[src/rtl/fifo_arbiter_if.sv]
// Requester/fifo-side signal bundle for fifo_arbiter.
// The arbiter uses the slave modport; requesters and the fifo use the master modport.
interface fifo_arbiter_if #(
  parameter int unsigned NREQ = 2,
  parameter int unsigned N    = 32
);
  localparam int unsigned IW = $clog2(NREQ);

  logic [NREQ-1:0]   REQ;
  logic [NREQ*N-1:0] REQ_DATA;
  logic [NREQ-1:0]   LOCK;
  logic [NREQ-1:0]   GNT;
  logic              FIFO_FULL;
  logic              FIFO_POP;
  logic              FIFO_PUSH;
  logic [N-1:0]      FIFO_DIN;
  logic [IW-1:0]     OWNER;
  logic              OWNER_V;
  logic              LOCKED;

  modport master (
    output REQ, REQ_DATA, LOCK, FIFO_FULL, FIFO_POP,
    input  GNT, FIFO_PUSH, FIFO_DIN, OWNER, OWNER_V, LOCKED
  );

  modport slave (
    input  REQ, REQ_DATA, LOCK, FIFO_FULL, FIFO_POP,
    output GNT, FIFO_PUSH, FIFO_DIN, OWNER, OWNER_V, LOCKED
  );
endinterface

[src/rtl/fifo_arbiter.sv]
// Round-robin arbiter sharing one single-entry fifo between NREQ requesters, with owner tracking.
// Burst lock is built only when FIFO_ARB_LOCK_EN is defined; otherwise LOCK is ignored.
module fifo_arbiter #(
  parameter int unsigned NREQ = 2,
  parameter int unsigned N    = 32
) (
  input logic           clk,
  input logic           reset_n,
  fifo_arbiter_if.slave bus
);
  localparam int unsigned IW = $clog2(NREQ);

  // (a + b) mod NREQ for a, b < NREQ; NREQ need not be a power of two.
  function automatic logic [IW-1:0] idx_add(input logic [IW-1:0] a, input int unsigned b);
    int unsigned s;
    s = 32'(a) + b;
    if (s >= NREQ) s = s - NREQ;
    return s[IW-1:0];
  endfunction

  logic [IW-1:0]   r_ptr;
  logic [IW-1:0]   w_ptr_d;
  logic [IW-1:0]   r_owner;
  logic            r_owner_v;
  logic            w_lock_v;
  logic [IW-1:0]   w_lock_idx;
  logic [NREQ-1:0] w_elig;
  logic            w_found;
  logic [IW-1:0]   w_win;
  logic [NREQ-1:0] w_gnt;
  logic            w_push;
  logic [N-1:0]    w_din;

`ifdef FIFO_ARB_LOCK_EN
  logic          r_lock_v;
  logic          w_lock_v_d;
  logic [IW-1:0] r_lock_idx;
  logic [IW-1:0] w_lock_idx_d;

  assign w_lock_v   = r_lock_v;
  assign w_lock_idx = r_lock_idx;

  always_ff @(posedge clk) begin
    if (!reset_n) begin
      r_lock_v   <= 1'b0;
      r_lock_idx <= '0;
    end else begin
      r_lock_v   <= w_lock_v_d;
      r_lock_idx <= w_lock_idx_d;
    end
  end
`else
  logic w_unused_lock;

  assign w_lock_v      = 1'b0;
  assign w_lock_idx    = '0;
  assign w_unused_lock = ^bus.LOCK;
`endif

  always_comb begin
    w_elig = '0;
    for (int unsigned i = 0; i < NREQ; i++) begin
      w_elig[i] = bus.REQ[i] && (!w_lock_v || (32'(w_lock_idx) == i));
    end
  end

  // First eligible requester at or above ptr, wrapping.
  always_comb begin
    w_found = 1'b0;
    w_win   = '0;
    for (int unsigned k = 0; k < NREQ; k++) begin
      if (!w_found && w_elig[idx_add(r_ptr, k)]) begin
        w_found = 1'b1;
        w_win   = idx_add(r_ptr, k);
      end
    end
  end

  always_comb begin
    w_gnt = '0;
    w_din = '0;
    for (int unsigned i = 0; i < NREQ; i++) begin
      w_gnt[i] = w_found && !bus.FIFO_FULL && (32'(w_win) == i);
      w_din    = w_din | ({N{w_gnt[i]}} & bus.REQ_DATA[i*N +: N]);
    end
  end

  assign w_push = |w_gnt;

  always_comb begin
    w_ptr_d = r_ptr;
    if (w_push) w_ptr_d = idx_add(w_win, 1);
`ifdef FIFO_ARB_LOCK_EN
    w_lock_v_d   = r_lock_v;
    w_lock_idx_d = r_lock_idx;
    if (w_push) begin
      if (bus.LOCK[w_win]) begin
        // Taking or keeping the lock parks the pointer on the owner.
        w_lock_v_d   = 1'b1;
        w_lock_idx_d = w_win;
        w_ptr_d      = w_win;
      end else begin
        w_lock_v_d = 1'b0;
      end
    end else if (r_lock_v && !bus.REQ[r_lock_idx]) begin
      w_lock_v_d = 1'b0;
    end
`endif
  end

  always_ff @(posedge clk) begin
    if (!reset_n) begin
      r_ptr     <= '0;
      r_owner   <= '0;
      r_owner_v <= 1'b0;
    end else begin
      r_ptr <= w_ptr_d;
      if (w_push) begin
        r_owner   <= w_win;
        r_owner_v <= 1'b1;
      end else if (bus.FIFO_POP) begin
        r_owner_v <= 1'b0;
      end
    end
  end

  assign bus.GNT       = w_gnt;
  assign bus.FIFO_PUSH = w_push;
  assign bus.FIFO_DIN  = w_din;
  assign bus.OWNER     = r_owner;
  assign bus.OWNER_V   = r_owner_v;
  assign bus.LOCKED    = w_lock_v;
endmodule

[src/flat_wrapper.sv]
// flat-port wrapper written by rule: the top's interface ports become plain ports
module fifo_arbiter_flat 
#(
  parameter int unsigned NREQ = 2,
  parameter int unsigned N    = 32
)
  (clk, reset_n, bus_REQ, bus_REQ_DATA, bus_LOCK, bus_FIFO_FULL, bus_FIFO_POP, bus_GNT, bus_FIFO_PUSH, bus_FIFO_DIN, bus_OWNER, bus_OWNER_V, bus_LOCKED);
  fifo_arbiter_if #(.NREQ(NREQ), .N(N)) bus_i ();
  input logic clk;
  input logic reset_n;
  input wire logic [$bits(bus_i.REQ)-1:0] bus_REQ;
  input wire logic [$bits(bus_i.REQ_DATA)-1:0] bus_REQ_DATA;
  input wire logic [$bits(bus_i.LOCK)-1:0] bus_LOCK;
  input wire logic [$bits(bus_i.FIFO_FULL)-1:0] bus_FIFO_FULL;
  input wire logic [$bits(bus_i.FIFO_POP)-1:0] bus_FIFO_POP;
  output wire logic [$bits(bus_i.GNT)-1:0] bus_GNT;
  output wire logic [$bits(bus_i.FIFO_PUSH)-1:0] bus_FIFO_PUSH;
  output wire logic [$bits(bus_i.FIFO_DIN)-1:0] bus_FIFO_DIN;
  output wire logic [$bits(bus_i.OWNER)-1:0] bus_OWNER;
  output wire logic [$bits(bus_i.OWNER_V)-1:0] bus_OWNER_V;
  output wire logic [$bits(bus_i.LOCKED)-1:0] bus_LOCKED;
  assign bus_i.REQ = bus_REQ;
  assign bus_i.REQ_DATA = bus_REQ_DATA;
  assign bus_i.LOCK = bus_LOCK;
  assign bus_i.FIFO_FULL = bus_FIFO_FULL;
  assign bus_i.FIFO_POP = bus_FIFO_POP;
  assign bus_GNT = bus_i.GNT;
  assign bus_FIFO_PUSH = bus_i.FIFO_PUSH;
  assign bus_FIFO_DIN = bus_i.FIFO_DIN;
  assign bus_OWNER = bus_i.OWNER;
  assign bus_OWNER_V = bus_i.OWNER_V;
  assign bus_LOCKED = bus_i.LOCKED;
  fifo_arbiter #(.NREQ(NREQ), .N(N)) u_core (.clk(clk), .reset_n(reset_n), .bus(bus_i));
endmodule
[config.mk]
export PLATFORM = sky130hd
export DESIGN_NAME = fifo_arbiter_flat
export DESIGN_NICKNAME = d
export VERILOG_FILES = /design/src/rtl/fifo_arbiter_if.sv /design/src/rtl/fifo_arbiter.sv /design/src/flat_wrapper.sv
export SDC_FILE = /design/constraint.sdc
export NUM_CORES = 1
export LEC_CHECK = 0
export BUFFER_PORTS_ARGS = -buffer_cell sky130_fd_sc_hd__buf_2
export CAP_MARGIN = 20
export CORE_ASPECT_RATIO = 0.8
export CORE_MARGIN = 2
export CORE_UTILIZATION = 26
export CTS_CLUSTER_DIAMETER = 50
export CTS_CLUSTER_SIZE = 25
export DETAILED_ROUTE_END_ITERATION = 6
export GPL_TIMING_DRIVEN = 0
export HOLD_SLACK_MARGIN = 0.02
export PLACE_DENSITY = 0.85
export SYNTH_ARGS = -nofsm -noshare
export SYNTH_HDL_FRONTEND = slang
export SYNTH_SLANG_ARGS = --single-unit
[constraint.sdc]
create_clock -name clk -period 1.6 [get_ports clk]
set_input_delay 0.48 -clock clk [delete_from_list [all_inputs] [get_ports clk]]
set_output_delay 0.48 -clock clk [all_outputs]
set_load 0.02 [all_outputs]
==> impl_metrics.json, run 1 <==
{
  "start_util": 0.2686,
  "fmax_mhz": 526.2,
  "startpoint_type": "flop",
  "fillCellCount": 199,
  "core_um2": 2701,
  "gp_congestion": 0.8109,
  "dp_hpwl_um": 2430,
  "numCtsBuffers": 3,
  "rsz0062_at_grt": "yes",
  "first_iter_violations": 34,
  "yosys-top-cells-count": "nor2_1 (34), a32oi_1 (32)",
  "via_count": 1343,
  "die_w_um": 63.07,
  "setup_viol": 33,
  "clockBufferDepth": 2,
  "min_path_type": "in2reg",
  "first_global_vias": 1347,
  "clk_latency_ns": 0.24,
  "portBuffers": 104,
  "firstDrtPassIters": 4,
  "overflow": 0,
  "path_clk_slew_ns": 0.04,
  "drc": 0,
  "grt_pass1_wl_um": 6237,
  "globalRouteTotalUtil": 0.2442,
  "nNetsFinal": 287,
  "cts.hold.buffers_added": 0,
  "netlist_instances": 98,
  "dieArea_um2": 3232,
  "async_flop_share": 0,
  "ir_worst_vdd_mv": 0.3923,
  "drv_cap": 0,
  "cts_tree": "done",
  "yosys_warnings": 0,
  "crit_path_end_kind": "output pin",
  "synth_area_leaders": "a32oi_1 (39%), nor2_1 (18%), dfxtp_1 (8.3%), buf_8 (6.2%), buf_6 (4.7%)",
  "p_leak_nw": 0.9069,
  "run_status": "complete, but fails checks",
  "wirelength_um": 4225,
  "drive_above_1_share": 0.9299,
  "areaGrowthSynthToFinish_pct": 186.2,
  "cp_data_arrival_time_ns": 1.42,
  "ys_seq_area_frac": 0.08276,
  "syn_area_per_cell_um2": 7.405,
  "timing_hold_violations_final": 0,
  "synthDistinctLibCells": 18,
  "stdcell_area_um2": 2077,
  "die_y_um": 51.26,
  "fin_ws_ns": -0.3006,
  "place_area_um2": 1398,
  "grt_max_degree": 11,
  "synth.most_common_cell": "nor2_1",
  "whs_path_depth": 2,
  "post-route-util": 0.7689,
  "htree_levels": 1,
  "diodes": 0,
  "period_minus_slack_ns": 1.901,
  "syn_nets": 170,
  "clock_skew_ns": 0.006067,
  "viasPerCell": 5.329,
  "synth_seq_cells": 3,
  "worst-path-max-fanout": 7,
  "finalHoldWorstSlack_ns": 0.4890,
  "synth_top_area_share": 0.3862,
  "reg2regPathDepth": 4,
  "cts_sinks": 3,
  "routedWlPerCell_um": 16.77,
  "root_buffer": "clkbuf_4",
  "syn_area_um2": 725.7,
  "synth_edf_count": 0,
  "row_count": 17,
  "ys.flop_type": "dfxtp_1",
  "r2r_slack_ns": 0.64,
  "io_pins": 110,
  "violations": "negative setup slack",
  "critPathKind": "reg2out",
  "total_power_w": 0.0009099,
  "slew_viol_final": 0,
  "fin_crit_sh": 1.188,
  "postRouteAntennaNets": 0,
  "cellPowerDensity_nw_per_um2": 438.1,
  "cp.required_ns": 1.12,
  "antenna_found_initial": 0,
  "yosysTopAreaCell": "a32oi_1",
  "dp_slack_ns": -0.2935
}
## path summary, 6_finish.rpt
check | to | from
setup reg to reg | u_core.bus.OWNER$_SDFFE_PN0P_ | u_core.r_ptr$_SDFFE_PN0P_
hold / removal | u_core.bus.OWNER_V$_SDFFE_PN0P_ | reset_n
setup / recovery | bus_FIFO_DIN[15] | u_core.r_ptr$_SDFFE_PN0P_
hold reg to reg | u_core.bus.OWNER$_SDFFE_PN0P_ | u_core.bus.OWNER$_SDFFE_PN0P_
## metal layers
layer	part of all wire	wire (um)	global-route usage	up-vias
met3	0.074	311	0.04405	12
met4	0.022	95	0.07778	0
met2	0.54	2291	0.4752	75
li1	-	-	-	618
met1	0.36	1526	0.2695	638
met5	0	0	0	-
## sequential cells by signal, indices dropped and copies added, names as in the netlist
name                count
u_core.bus.OWNER_V      1
u_core.bus.OWNER        1
u_core.r_ptr            1
## worst max-delay path, cell delays in order (launching register included)
cell and delay, ns:
dfxtp_4 0.35, nand2b_4 0.15, buf_12 0.15, clkbuf_16 0.15, a32oi_2 0.19, nor2_2 0.06, buf_6 0.14
## cell type report
class | instances | area, um2 | area share
timing repair buffer | 112 | 864.6 | 0.4163
sequential | 3 | 63.81 | 0.03072
tap | 38 | 47.55 | 0.02289
clock buffer | 4 | 26.28 | 0.01265
buffer | 16 | 211.5 | 0.1018
multi-input combinational | 79 | 863.3 | 0.4157
## stage by stage
step,std cells,setup TNS (ns)
6_report,252,-9.041
5_1_grt,252,-10.73
4_1_cts,249,-8.635
3_5_place_dp,240,-8.030
3_3_place_gp,240,-7.965
2_1_floorplan,98,-3.129
## logic make-up (layout without fill, tap and decap cells)
family / after synthesis / after routing / share of synthesized area
mux: 1 / 1 / 0.01379
other cells: 1 / 1 / 0.005167
simple gates: 41 / 41 / 0.2362
buf+inv: 16 / 132 / 0.2224
compound gates: 36 / 36 / 0.4397
flops: 3 / 3 / 0.08276
## cell usage in the layout, fill, tap and decap left out
| master | n |
|---|---|
| buf_2 | 70 |
| buf_6 | 32 |
| nor2_2 | 31 |
| a32oi_2 | 30 |
| buf_4 | 9 |
| buf_8 | 6 |
| buf_12 | 5 |
| nor2b_1 | 3 |
| clkbuf_4 | 3 |
| nor2_1 | 2 |
| and2_1 | 2 |
| a32oi_4 | 2 |
| clkbuf_16 | 2 |
| dfxtp_1 | 2 |
| nand2b_1 | 1 |
| a21oi_2 | 1 |
| nand2b_4 | 1 |
| clkbuf_8 | 1 |
| a21boi_4 | 1 |
| clkbuf_2 | 1 |
| clkdlybuf4s15_2 | 1 |
| nor2_4 | 1 |
| mux2i_1 | 1 |
| o21a_1 | 1 |
| a22oi_1 | 1 |
| conb_1 | 1 |
| clkbuf_1 | 1 |
| buf_16 | 1 |
| dfxtp_4 | 1 |
## what timing repair did
action | 4_1_cts | 5_1_grt
cloned | 2 | 2
buffers inserted | 3 | 1
pin swaps | 35 | 2
resized for setup | 112 | 7
setup endpoints to repair | 34 | 34
## power by group
group	internal, W	switching [W]	total, W
combinational	0.000354	0.000331	0.000685
sequential	0.0000795	0.00000380	0.0000833
clock	0.0000940	0.0000477	0.000142
Note: power is estimated with default switching activity, not from simulation.
==> run 2: changes to the inputs <==
--- a/config.mk
+++ b/config.mk
@@ -9,13 +9,14 @@
 export CAP_MARGIN = 20
 export CORE_ASPECT_RATIO = 0.8
 export CORE_MARGIN = 2
-export CORE_UTILIZATION = 26
+export CORE_UTILIZATION = 31
 export CTS_CLUSTER_DIAMETER = 50
 export CTS_CLUSTER_SIZE = 25
 export DETAILED_ROUTE_END_ITERATION = 6
 export GPL_TIMING_DRIVEN = 0
 export HOLD_SLACK_MARGIN = 0.02
-export PLACE_DENSITY = 0.85
+export PLACE_DENSITY = 0.94
+export RECOVER_POWER = 25
 export SYNTH_ARGS = -nofsm -noshare
 export SYNTH_HDL_FRONTEND = slang
 export SYNTH_SLANG_ARGS = --single-unit
==> constraint.sdc (replaced) <==
create_clock -name clk -period 2.3 [get_ports clk]
set_input_delay 0.69 -clock clk [delete_from_list [all_inputs] [get_ports clk]]
set_output_delay 0.69 -clock clk [all_outputs]
set_load 0.02 [all_outputs]
==> run 2 against run 1 <==
  * The flow now finishes without violations
  * Clock skew is essentially flat
  * Via count shrank 8.4%
  * Highest routed layer unchanged
  * Cell count shrank 7.5%
  * Critical path type is now in2out
==> impl_metrics.json, run 2 (same netlist as run 1, synthesis figures left out) <==
{
  "first_iter_violations": 85,
  "clock_skew_ns": 0.006446,
  "root_buffer": "clkbuf_4",
  "htree_levels": 1,
  "period_minus_slack_ns": 2.278,
  "gp_congestion": 0.7130,
  "setup_viol": 0,
  "grt_pass1_wl_um": 4050,
  "drv_cap": 0,
  "crit_path_end_kind": "output pin",
  "routedWlPerCell_um": 13.31,
  "finalHoldWorstSlack_ns": 0.5599,
  "core_um2": 2177,
  "rsz0062_at_grt": "yes",
  "numCtsBuffers": 3,
  "areaGrowthSynthToFinish_pct": 93.28,
  "final_cell_mix": "buf_2 (99), nor2_1 (34), a32oi_1 (24), buf_4 (12), a32oi_2 (8)",
  "dp_hpwl_um": 2284,
  "overflow": 0,
  "drive_above_1_share": 0.6346,
  "critical_path.max_stage_delay_ns": 0.22,
  "die_w_um": 58.10,
  "diodes": 0,
  "reg2regPathDepth": 5,
  "via_count": 1230,
  "start_util": 0.3333,
  "multi_input_area_um2": 564.3,
  "cellPowerDensity_nw_per_um2": 328.7,
  "cp_data_arrival_time_ns": 1.59,
  "whs_path_depth": 2,
  "setup_tns_ns": 0,
  "clockBufferDepth": 2,
  "firstDrtPassIters": 4,
  "fin_crit_sh": 0.9906,
  "slew_viol_final": 0,
  "first_global_vias": 975,
  "fillCellCount": 208,
  "run_status": "finished, final reports clean",
  "row_count": 15,
  "portBuffers": 104,
  "globalRouteTotalUtil": 0.1917,
  "dieArea_um2": 2746,
  "nNetsFinal": 281,
  "cts_sinks": 3,
  "fmax_mhz": 438.9,
  "cp.required_ns": 1.61,
  "io_pins": 110,
  "cpMostUsedCell": "buf_2",
  "cts_tree": "done",
  "clk_latency_ns": 0.24,
  "postRouteAntennaNets": 0,
  "antenna_found_initial": 0,
  "critPathKind": "in2out",
  "die_y_um": 47.28,
  "timing_hold_violations_final": 0,
  "viasPerCell": 5.279,
  "fin_ws_ns": 0.02163,
  "grt_max_degree": 11,
  "startpoint_type": "primary input",
  "dp_slack_ns": -0.02802,
  "layout_commonest_cell": "buf_2",
  "crit_path_cell_trace": "buf_2 -> a21boi_4 -> buf_4 -> a32oi_1 -> nor2_1 -> buf_2",
  "worst-path-max-fanout": 10,
  "min_path_type": "reg2reg",
  "drc": 0,
  "path_clk_slew_ns": 0.03,
  "p_leak_nw": 0.7571,
  "wirelength_um": 3102,
  "total_power_w": 0.0004611,
  "seq_area_um2": 60.06,
  "cp_slowest_cell": "a21boi_4",
  "ir_worst_vdd_mv": 0.3480
}
## run 2: changes by cell type in the layout (fill, tap and decap cells not counted), moves of 2 or more
cell           previous run  this run
clkbuf_16                 2         0
a32oi_1                   0        24
buf_8                     6         3
nor2_2                   31         0
dlygate4sd1_1             0         2
nor2_1                    2        34
buf_2                    70        99
a32oi_4                   2         0
buf_4                     9        12
buf_6                    32         4
a32oi_2                  30         8
buf_12                    5         0
## run 2: what timing repair did
action | in CTS | in global routing
pin swaps | 0 | 6
gates resized for setup | 2 | 15
setup buffers | 0 | 2
hold buffers | 0 | 0
gates cloned | 0 | 0
endpoints found under the setup margin | 19 | 26
## run 2: stage by stage
stage,instances,utilization,instance area [um2]
2_1_floorplan,98,-,725.7
3_3_place_gp,227,0.5868,1277
3_5_place_dp,227,0.5868,1277
4_1_cts,231,0.6011,1309
5_1_grt,233,0.6443,1403
6_report,233,0.6443,1403
## run 2: power by group
group	internal [W]	total (W)	switching, W
logic	0.000144	0.000306	0.000162
clock network	0.0000652	0.0000965	0.0000312
registers	0.0000556	0.0000585	0.00000283
## run 2: routing by layer
layer,vias to the layer above,track usage,share of wire
met4,0,0.08372,0.0093
met5,-,0,0
met1,558,0.2367,0.40
met3,4,0.03030,0.095
li1,599,-,-
met2,69,0.3386,0.49
## run 2: layout make-up
type	count	share of cell area
Tap cell	25	0.02230
Clock buffer	4	0.01873
Buffer	16	0.1213
Timing Repair Buffer	106	0.3925
Multi-Input combinational cell	79	0.4023
Sequential cell	3	0.04282
## run 2: critical path: cells and delay by family
family          cells  cell delay [ns]
compound gates      2             0.29
buf+inv             3             0.50
simple gates        1             0.11
## run 2: final timing paths
check	from	endpoint	slack [ns]
max	bus_REQ[0]	bus_FIFO_DIN[20]	0.02
min	u_core.bus.OWNER$_SDFFE_PN0P_	u_core.bus.OWNER$_SDFFE_PN0P_	0.56
max reg2reg	u_core.r_ptr$_SDFFE_PN0P_	u_core.bus.OWNER$_SDFFE_PN0P_	1.18
min reg2reg	u_core.bus.OWNER$_SDFFE_PN0P_	u_core.bus.OWNER$_SDFFE_PN0P_	0.56
